### src/rtl/pipe_hazard_ctrl.sv
// Pipeline hazard controller: stage enables, flushes and PC select for traps, memory waits, branches and load-use.
// Optional stall-cycle perf counter enabled by defining HAZARD_PERF_CNT_EN.
module pipe_hazard_ctrl (
  input  logic        clk,
  input  logic        rst,
  input  logic [4:0]  rs1_ID,
  input  logic [4:0]  rs2_ID,
  input  logic        rs1_use_ID,
  input  logic        rs2_use_ID,
  input  logic [4:0]  rd_EX,
  input  logic        mem_r_EX,
  input  logic        branch_taken_EX,
  input  logic [1:0]  exp_vector_MEM,
  input  logic        mret_MEM,
  input  logic        dmem_req,
  input  logic        dmem_ack,
  output logic        en_PC,
  output logic        en_IFID,
  output logic        en_IDEX,
  output logic        en_EXMEM,
  output logic        en_MEMWB,
  output logic        flush_IFID,
  output logic        flush_IDEX,
  output logic        flush_EXMEM,
  output logic [1:0]  pc_sel,
  output logic [1:0]  ctrl_state,
  output logic [15:0] stall_cycles
);

  localparam int unsigned CNT_W = 16;

  typedef enum logic [1:0] {
    ST_RUN        = 2'b00,
    ST_MEM_WAIT   = 2'b01,
    ST_TRAP_REDIR = 2'b10
  } state_t;

  localparam logic [1:0] PC_SEQ    = 2'b00;
  localparam logic [1:0] PC_BRANCH = 2'b01;
  localparam logic [1:0] PC_TRAP   = 2'b10;
  localparam logic [1:0] PC_MEPC   = 2'b11;

  state_t     state;
  state_t     state_nxt;
  logic [1:0] kind;
  logic [1:0] kind_nxt;
  logic       kind_load;

  logic trap_evt;
  logic mem_wait_evt;
  logic load_use_evt;

  assign trap_evt     = (exp_vector_MEM != 2'b00) || mret_MEM;
  assign mem_wait_evt = dmem_req && !dmem_ack;
  assign load_use_evt = mem_r_EX && (rd_EX != 5'd0) &&
                        ((rs1_use_ID && (rs1_ID == rd_EX)) ||
                         (rs2_use_ID && (rs2_ID == rd_EX)));
  // An exception outranks a simultaneous mret.
  assign kind_nxt     = (exp_vector_MEM != 2'b00) ? PC_TRAP : PC_MEPC;

  always_ff @(posedge clk or posedge rst) begin
    if (rst) begin
      state <= ST_RUN;
      kind  <= PC_TRAP;
    end else begin
      state <= state_nxt;
      if (kind_load) begin
        kind <= kind_nxt;
      end
    end
  end

  assign ctrl_state = state;

  // Next state and combinational stage controls; flushes only ever raised with their enable.
  always_comb begin
    state_nxt   = ST_RUN;
    kind_load   = 1'b0;
    en_PC       = 1'b1;
    en_IFID     = 1'b1;
    en_IDEX     = 1'b1;
    en_EXMEM    = 1'b1;
    en_MEMWB    = 1'b1;
    flush_IFID  = 1'b0;
    flush_IDEX  = 1'b0;
    flush_EXMEM = 1'b0;
    pc_sel      = PC_SEQ;
    if (rst) begin
      en_PC    = 1'b0;
      en_IFID  = 1'b0;
      en_IDEX  = 1'b0;
      en_EXMEM = 1'b0;
      en_MEMWB = 1'b0;
    end else begin
      case (state)
        ST_MEM_WAIT: begin
          if (!dmem_ack) begin
            en_PC     = 1'b0;
            en_IFID   = 1'b0;
            en_IDEX   = 1'b0;
            en_EXMEM  = 1'b0;
            en_MEMWB  = 1'b0;
            state_nxt = ST_MEM_WAIT;
          end
        end
        ST_TRAP_REDIR: begin
          pc_sel     = kind;
          flush_IFID = 1'b1;
        end
        default: begin
          // Encoding 11 is treated as RUN and falls back to RUN.
          if (trap_evt) begin
            en_PC       = 1'b0;
            flush_IFID  = 1'b1;
            flush_IDEX  = 1'b1;
            flush_EXMEM = 1'b1;
            kind_load   = 1'b1;
            state_nxt   = ST_TRAP_REDIR;
          end else if (mem_wait_evt) begin
            en_PC     = 1'b0;
            en_IFID   = 1'b0;
            en_IDEX   = 1'b0;
            en_EXMEM  = 1'b0;
            en_MEMWB  = 1'b0;
            state_nxt = ST_MEM_WAIT;
          end else if (branch_taken_EX) begin
            flush_IFID = 1'b1;
            flush_IDEX = 1'b1;
            pc_sel     = PC_BRANCH;
          end else if (load_use_evt) begin
            en_PC      = 1'b0;
            en_IFID    = 1'b0;
            flush_IDEX = 1'b1;
          end
        end
      endcase
    end
  end

`ifdef HAZARD_PERF_CNT_EN
  logic [CNT_W-1:0] stall_cnt;

  // Saturating count of cycles in which the PC is held.
  always_ff @(posedge clk or posedge rst) begin
    if (rst) begin
      stall_cnt <= '0;
    end else if (!en_PC && (stall_cnt != {CNT_W{1'b1}})) begin
      stall_cnt <= stall_cnt + CNT_W'(1);
    end
  end

  assign stall_cycles = stall_cnt;
`else
  assign stall_cycles = CNT_W'(0);
`endif

endmodule

### config.mk
export PLATFORM = sky130hd
export DESIGN_NAME = pipe_hazard_ctrl
export DESIGN_NICKNAME = d
export VERILOG_FILES = /design/src/rtl/pipe_hazard_ctrl.sv
export SDC_FILE = /design/constraint.sdc
export NUM_CORES = 1
export LEC_CHECK = 0
export ABC_AREA = 1
export BUFFER_PORTS_ARGS = -buffer_cell sky130_fd_sc_hd__clkbuf_2
export CORE_MARGIN = 1.5
export CORE_UTILIZATION = 40
export CTS_BUF_LIST = sky130_fd_sc_hd__clkbuf_16
export CTS_CLUSTER_SIZE = 24
export DETAILED_ROUTE_END_ITERATION = 12
export GPL_TIMING_DRIVEN = 0
export PLACE_DENSITY = 0.83
export REMOVE_ABC_BUFFERS = 1
export SYNTH_ARGS = -nofsm -noshare
export SYNTH_HDL_FRONTEND = slang
export SYNTH_SLANG_ARGS = --single-unit
### constraint.sdc
create_clock -name clk -period 3.5 [get_ports clk]
set_input_delay 0.525 -clock clk [delete_from_list [all_inputs] [get_ports clk]]
set_output_delay 0.525 -clock clk [all_outputs]
set_load 0.03 [all_outputs]
==> impl.org, run 1 <==
** Finish
- After routing the design area is 846 sq um.
- Fill cells in the final layout number 139.
- Compared with the post-synthesis result, the final layout area differs by 32.0%.
- The number of antenna diodes in the final layout is 0.
- NumNets Final :: 184
- FF/Latch Area :: 75.1 sq um
- Cells with a size suffix above 1 make up 35.5% of the layout.
- In the final layout, the multi-input gates occupy 397 sq um.

** Drt
- Dividing the detail-routed wire length by the instance count gives 8.14 microns.
- Number of search-and-repair iterations in the first detailed-routing pass :: 4
- Uppermost layer routed :: met3
- For this run, design rule violations remaining after detail routing come to 0.
- Met2 wirelength from detailed routing :: 734 microns
- Number of routed nets with antenna violations :: 0
- Length of routed wiring on met1 :: 548 microns
- Detailed Route Iter0 Violations :: 27
- Summed over all nets, wire length on met3 after detailed routing comes to 109 microns.
- Total vias in the final route :: 749
- Final routed wirelength across all metal layers :: 1390 microns
- Avg Vias per Cell :: 4.38

** Worst setup path
- The worst setup path is launched from a register.
- Across all register-to-register paths, the minimum setup slack is 2110 ps.
- Crit Path Max Fanout :: 5
- CP arrival :: 1870 ps
- The critical path is of the register to output pin type.
- Type of element capturing the critical path :: output pin
- Worst Path Required :: 2970 ps

** Clock network
- Number of sinks on the clock net :: 3
- Maximum number of buffers from clock root to sink :: 2
- Clock transition at the register clock pins on the worst setup and hold paths after CTS :: 30 ps
- Number of instances resized during post-cts repair :: 0
- Buffers inserted during clock tree synthesis total 3.
- Hold buffers post-CTS :: 0
- Clk Latency, worst-skew pair :: 220 ps
- Post-CTS Repair Setup Buffers :: 0
- Clock tree from TritonCTS :: done
- CTS built an H-tree with a depth of 1.
- CTS Root Buffer Type :: clkbuf_16

** Logic synthesis
- Synth top area share :: 21.1%
- Dominant synthesized flop cell :: dfrtp_1
- Yosys mapped the design onto 19 distinct sky130hd cell types.
- Async set-or-reset flop fraction in the synthesized netlist :: 100%
- The average instance in the mapped netlist occupies 5.48 sq um.
- Number of warnings printed during yosys synthesis :: 0
- Yosys mapped a number of flops with a built-in enable equal to 0.
- In this run, synthesis produced a sequential element count of 3.
- In the synthesized netlist, the number of instances is 117.
- By area the synthesized netlist is led by buf_4 21%, nand2_1 19%, dfrtp_1 12%.
- After synthesis the cells add up to 641 sq um.
- Sequential share of the synthesized area :: 11.7%
- The synthesized design spends more area on one cell type than any other, namely buf_4.

** Pwr
- For this design the static power due to leakage is 0.564 nW.
- Dividing total power by cell area gives a power density of 404 nW/um^2.
- Across the VDD grid, the largest voltage drop is 431 uV.

** Floorplanning
- Die Outline Area :: 1850 sq um
- For this design the top-level I/O count stands at 54.
- The floorplan has 14 rows.
- Die X-Extent :: 43.0 microns
- Effective utilization at floorplan :: 42.5%
- Core area :: 1510 sq um
- From bottom edge to top edge, the die measures 43.0 microns.

** Timing
- Post-route fraction of the period consumed by the critical path :: 68.5%
- The final count of hold timing violations is 0.
- Achievable clock frequency :: 0.417 GHz
- Setup repair after global routing left no endpoint under its margin.
- Summed negative setup slack over all endpoints :: 0 ps
- Worst clock skew :: 1.61 ps
- After layout, the minimum clock period comes to 2400 ps.
- Final-report max-slew violation count :: 0
- Number of failing setup endpoints in the final timing report :: 0

** Outcome
- The run finished with clean final reports.

** Global routing
- Global routing consumed, over all layers together, 16.1% of the routing resources.
- Number of antenna violations at the first check in global routing :: 0
- After global routing the overflow that remains totals 0.
- The first global-routing pass estimated 2300 microns of wire.
- Pin count of the biggest net entering global routing :: 6
- The via count of the first global-routing pass was 641.

** Place
- Detailed placement ended at an HPWL of 1170 microns.
- In this run the cell area measured after placement is 767 sq um.
- Routability-driven placement finished with a final weighted congestion of 0.849.
- Count of buffers from port buffering :: 37

** Min path
- The tightest min-delay check is of the input port to async pin type.

** Run
- Max capacitance violation total :: 0
==> Yosys cell counts (2+ instances only) <==
| master | instances |
|---|---|
| buf_4 | 18 |
| nor2_1 | 14 |
| nand3_1 | 4 |
| inv_2 | 9 |
| a21oi_1 | 6 |
| nor2_2 | 4 |
| dfrtp_1 | 3 |
| nand2_1 | 33 |
| inv_1 | 15 |
| ha_1 | 2 |
==> state kept, by name, indices dropped and copies added (netlist names) <==
name,flops
kind,1
ctrl_state,2
==> final cells by class <==
class / count / share of cell area (%)
Multi-Input combinational cell: 87 / 46.9
Clock inverter: 1 / 0.444
Inverter: 24 / 10.7
Timing Repair Buffer: 37 / 21.9
Sequential cell: 3 / 8.88
Tap cell: 16 / 2.37
Clock buffer: 3 / 8.88
==> power by group <==
| group | internal (W) | switching [W] |
|---|---|---|
| combinational | 0.0000340 | 0.0000898 |
| sequential | 0.0000381 | 0.00000185 |
| clock | 0.000147 | 0.0000303 |
| total | 0.000219 | 0.000122 |
==> metal layers <==
metal / up-vias / GRT usage, %
li1: 393 / -
met1: 321 / 17.2
met2: 35 / 30.0
met3: 0 / 3.40
met4: 0 / 6.67
met5: - / 0
==> metrics by stage <==
stage | utilization, % | power [W] | hold WS (ps) | cells | worst slack, ps
2_1_floorplan | - | 0.000128 | 287 | 114 | 421
3_3_place_gp | 50.9 | 0.000162 | 432 | 167 | 1420
3_5_place_dp | 50.9 | 0.000164 | 440 | 167 | 1350
4_1_cts | 56.1 | 0.000344 | 207 | 171 | 1110
5_1_grt | 56.1 | 0.000363 | 218 | 171 | 958
6_report | 56.1 | 0.000341 | 208 | 171 | 1100
==> cells by family after synthesis <==
group           Yosys count  share of synthesized area, %
flops                     3                          11.7
fa+ha+maj                 2                          3.91
simple gates             59                          39.6
compound gates           10                          8.99
buf+inv                  42                          35.2
other cells               1                         0.585
==> cell usage in the layout, fill, tap and decap left out <==
| cell | count |
|---|---|
| clkbuf_16 | 3 |
| o21ai_1 | 1 |
| nor2_2 | 4 |
| a31oi_1 | 1 |
| nor3_1 | 1 |
| a21oi_1 | 6 |
| nor2_4 | 1 |
| nand4_1 | 1 |
| inv_2 | 9 |
| nor2_1 | 14 |
| clkbuf_2 | 37 |
| nand2_1 | 33 |
| a311oi_1 | 1 |
| ha_1 | 2 |
| dfrtp_1 | 3 |
| conb_1 | 16 |
| nand3_1 | 4 |
| inv_1 | 16 |
| a21boi_1 | 1 |
| nor3_2 | 1 |
==> worst max-delay path: stages (launching register included) <==
cell and delay, ps:
dfrtp_1 350, inv_1 60, ha_1 300, inv_2 100
nor2_2 70, a311oi_1 440, nor2_1 130, clkbuf_2 210
==> path summary, 6_finish.rpt <==
kind / startpoint / endpoint / cells after the start
setup / recovery: ctrl_state[0] / en_IDEX / 7
hold / removal: rst / ctrl_state[1] / 2
setup reg to reg: ctrl_state[0] / kind[0] / 8
hold reg to reg: kind[0] / kind[0] / 2
max in group asynchronous: rst / kind[0] / 2
min in group clk: kind[0] / kind[0] / 2
Note: power is estimated with default switching activity, not from simulation.
==> run 2, diff against run 1 <==
Settings changed: ABC_AREA 1 to 0, CORE_UTILIZATION 40 to 32, PLACE_DENSITY 0.83 to 0.75.
Clock period 3.5 ns to 1.95 ns, I/O delays scaled along.
==> impl.org, run 2 <==
** Logic synthesis
- The number of cells produced by synthesis was 77 (-34%).
- Number of warnings printed during yosys synthesis :: 0 (unchanged)
- Number of enable flip-flop cells after synthesis :: 0 (unchanged)
- The most used flip-flop cell after synthesis is dfrtp_1.
- Synth top area share :: 24.0% (+2.9 points)
- Syn Std Cell Area :: 563 sq um (-12%)
- Leading post-synthesis cells by cell area :: buf_4 24%, xnor2_1 16%, dfrtp_1 13%
- The post-synthesis sequential area ratio was 13.3% (+1.6 points).
- Async set-or-reset flop fraction in the synthesized netlist :: 100% (unchanged)
- Number of synthesized register bits :: 3 (unchanged)
- The number of distinct library cell variants in the gate-level netlist after synthesis is 24 (+5).
- Ranked by instance count, the synthesized netlist is headed by 18 x buf_4, 10 x xnor2_1, 6 x nand2_1, 6 x nor2_1, 5 x a21oi_1.
- Most instantiated library cell after synthesis :: buf_4
- The synthesized design spends more area on one cell type than any other, namely buf_4.
- The synthesized area per cell is 7.31 sq um (+34%).

** Finish
- Relative to the synthesized area, the layout overhead comes to 59.8%.
- The number of nets at the end of the flow came to 148 (-20%).
- Most common cell after layout, fill and taps aside :: clkbuf_2
- The top cell types in the final layout, fill and taps aside, are 29 x clkbuf_2, 16 x conb_1, 10 x xnor2_1, 8 x buf_4, 6 x nand2_1.
- Number of antenna cells inserted :: 0 (unchanged)
- The flip-flop count of the largest register, all copies and words added came to 2 (unchanged).
- The proportion of layout cells with a drive suffix above 1 was 47.9% (+12 points).
- The post-route cell area was 900 sq um (+6.4%).

** Clock network
- The number of buffers added to fix hold violations after cts is 0 (unchanged).
- Number of sinks on the clock net :: 3 (unchanged)
- Clock tree from TritonCTS :: done
- The buffer levels on the longest clock path was 2 (unchanged).
- The clock-pin transition on the worst setup and hold timing paths was 30 ps (about the same).
- Number of buffers inserted during clock tree synthesis :: 3 (unchanged)
- The tree is rooted in a clkbuf_16.
- Clk Latency, worst-skew pair :: 230 ps (about the same)
- H-tree lvl count :: 1 (unchanged)

** Timing
- Hold Fails Final Rpt :: 0 (unchanged)
- Final-report max-slew violation count :: 0 (unchanged)
- Setup repair after global routing could not meet its margin everywhere.
- The worst path in the final design needs a cycle of 1980 ps, including I/O delays and setup.
- Achievable clock frequency :: 0.505 GHz
- Number of failing setup endpoints in the final timing report :: 1 (+1)
- Post-route fraction of the period consumed by the critical path :: 102%
- Minimum setup slack in the final design :: -30.3 ps (-1130 ps)
- Worst clock skew :: 2.44 ps (+0.835 ps)

** Drt
- Final routed wirelength across all metal layers :: 1490 microns (+6.7%)
- The average vias per placed instance was 4.66 (+6.4%).
- The residual DRC count came to 0 (unchanged).
- The number of design-rule violations left by the first detailed-router iteration came to 5 (-81%).
- Number of routed nets with antenna violations :: 0 (unchanged)
- Number of search-and-repair iterations in the first detailed-routing pass :: 4 (unchanged)
- Total vias in the final route :: 629 (-16%)
- The routed length per instance was 11.0 microns (+35%).

** Floorplanning
- The placeable core region came to 1580 sq um (+4.7%).
- Total I/O pin count :: 54 (unchanged)
- The number of cell rows came to 14 (unchanged).
- The chip width came to 44.9 microns (+4.5%).
- The die area came to 2020 sq um (+9.1%).
- The starting density of the core came to 35.7% (-6.8 points).
- The height of the chip came to 44.9 microns (+4.5%).

** Worst setup path
- The worst setup path is launched from a register.
- Slowest-stage cell, CP :: dfrtp_1
- The endpoint required time on the critical path was 1660 ps (-1310 ps).
- Endpoint of the most critical register-to-register path :: kind[0]
- The critical path is of the register to output pin type.
- Crit Path Max Fanout :: 8 (+3)
- R2r setup slk :: 710 ps (-1400 ps)
- The critical path goes through ha_4, nor2_4, a21oi_2, o21a_1, a21boi_4, buf_8.
- WP buf/inv :: 1 (-2)
- CP arrival :: 1690 ps (-180 ps)
- Beginning of the worst register-to-register path :: ctrl_state[1]
- The worst setup path is captured at an output pin.
- Category of cells accounting for the largest share of critical-path delay :: compound AO/OA/AOI/OAI gates
- Worst reg2reg path depth :: 4 (-4)
- The critical path's largest stage delay came to 410 ps (-30 ps).

** Outcome
- Status :: finished, violations left
- Violated checks :: negative setup slack

** Run
- The max capacitance violation total was 0 (unchanged).

** Global routing
- Remaining global-route overflow :: 0 (unchanged)
- First-pass GRT wire length :: 2210 microns (-4.2%)
- Pin count of the biggest net entering global routing :: 9 (+3)
- Vias in the first global route :: 589 (-8.1%)
- The initial antenna violation count came to 0 (unchanged).
- Global-route usage over all layers :: 15.4% (-0.71 points)

** Place
- The HPWL after detailed placement is 1160 microns (-1.1%).
- Placer Congestion :: 0.713 (-16%)
- The worst slack at placement is -108 ps (-1450 ps).
- The number of input and output port buffers inserted is 37 (unchanged).
- The placed instance area is 689 sq um (-10%).

** Pwr
- Static power due to leakage :: 0.451 nW (-20%)
- Power density over the cells :: 720 nW/um^2 (+78%)
- Worst ir drop on vdd :: 305 uV (-29%)

** Min path
- The min-delay analysis places its worst path in the category input port to async pin.
run 2: cell count changes after synthesis, sizes merged, moves of 2 or more:
cell and change:
nor2b +3, nand2b +2, nor3 +2, nor2 -13
inv -20, nand2 -27, xnor2 +10, nand3 -3
run 2: layout make-up:
cell class / instances / area, sq um
inverter: 4 / 15.0
sequential: 3 / 75.1
fill: 151 / 677
clock buffer: 3 / 75.1
timing repair buffer: 41 / 250
multi-input combinational: 67 / 460
clock inverter: 1 / 3.75
tap: 16 / 20.0
run 2: metrics by stage:
stage | TNS, ps | cells | hold WS (ps) | total power, W | util (%)
3_5_place_dp | -170 | 127 | 223 | 0.000284 | 43.7
5_1_grt | -164 | 135 | 33.0 | 0.000673 | 57.1
6_report | -30.3 | 135 | 7.23 | 0.000648 | 57.1
4_1_cts | -4.01 | 135 | 4.83 | 0.000637 | 53.7
3_3_place_gp | -57.1 | 127 | 221 | 0.000279 | 43.7
2_1_floorplan | -2580 | 74 | 46.1 | 0.000219 | -
run 2: timing repair:
action,CTS,global route
endpoints found under the setup margin,7,7
setup buffers,4,0
gates resized for setup,14,20
pin swaps,4,5
run 2: per-layer routing:
layer	wire, microns	share of wire, %	track usage, %	vias to the layer above
li1	-	-	-	306
met1	461	31	12.2	282
met2	892	60	31.7	37
met3	94	6.3	2.00	4
met4	36	2.4	12.4	0
met5	0	0	0	-
run 2: how the worst max path moves through the flow:
stage,end,start,cells after the start,slack [ps]
finish,en_IFID,ctrl_state[1],6,-30
CTS,en_IFID,ctrl_state[1],6,-4
detailed placement,en_IFID,ctrl_state[0],7,-110
global route,flush_IDEX,ctrl_state[1],6,-70
floorplan,en_IFID,ctrl_state[0],6,-1070
global placement,en_PC,rd_EX[1],6,-30
run 2: kinds of logic after synthesis:
| family | Yosys count | share of synthesized area [%] |
|---|---|---|
| buffers and inverters | 22 | 26.7 |
| and+or+nand+nor | 26 | 22.9 |
| AOI/OAI and AO/OA | 13 | 16.4 |
| other | 1 | 0.666 |
| adders and majority gates | 2 | 4.44 |
| DFF | 3 | 13.3 |
| xor gates and xnor gates | 10 | 15.6 |
run 2: power by group:
group          total (W)  switching [W]  internal, W
combinational   0.000250       0.000155    0.0000958
clock           0.000325      0.0000599     0.000265
sequential     0.0000729     0.00000488    0.0000681
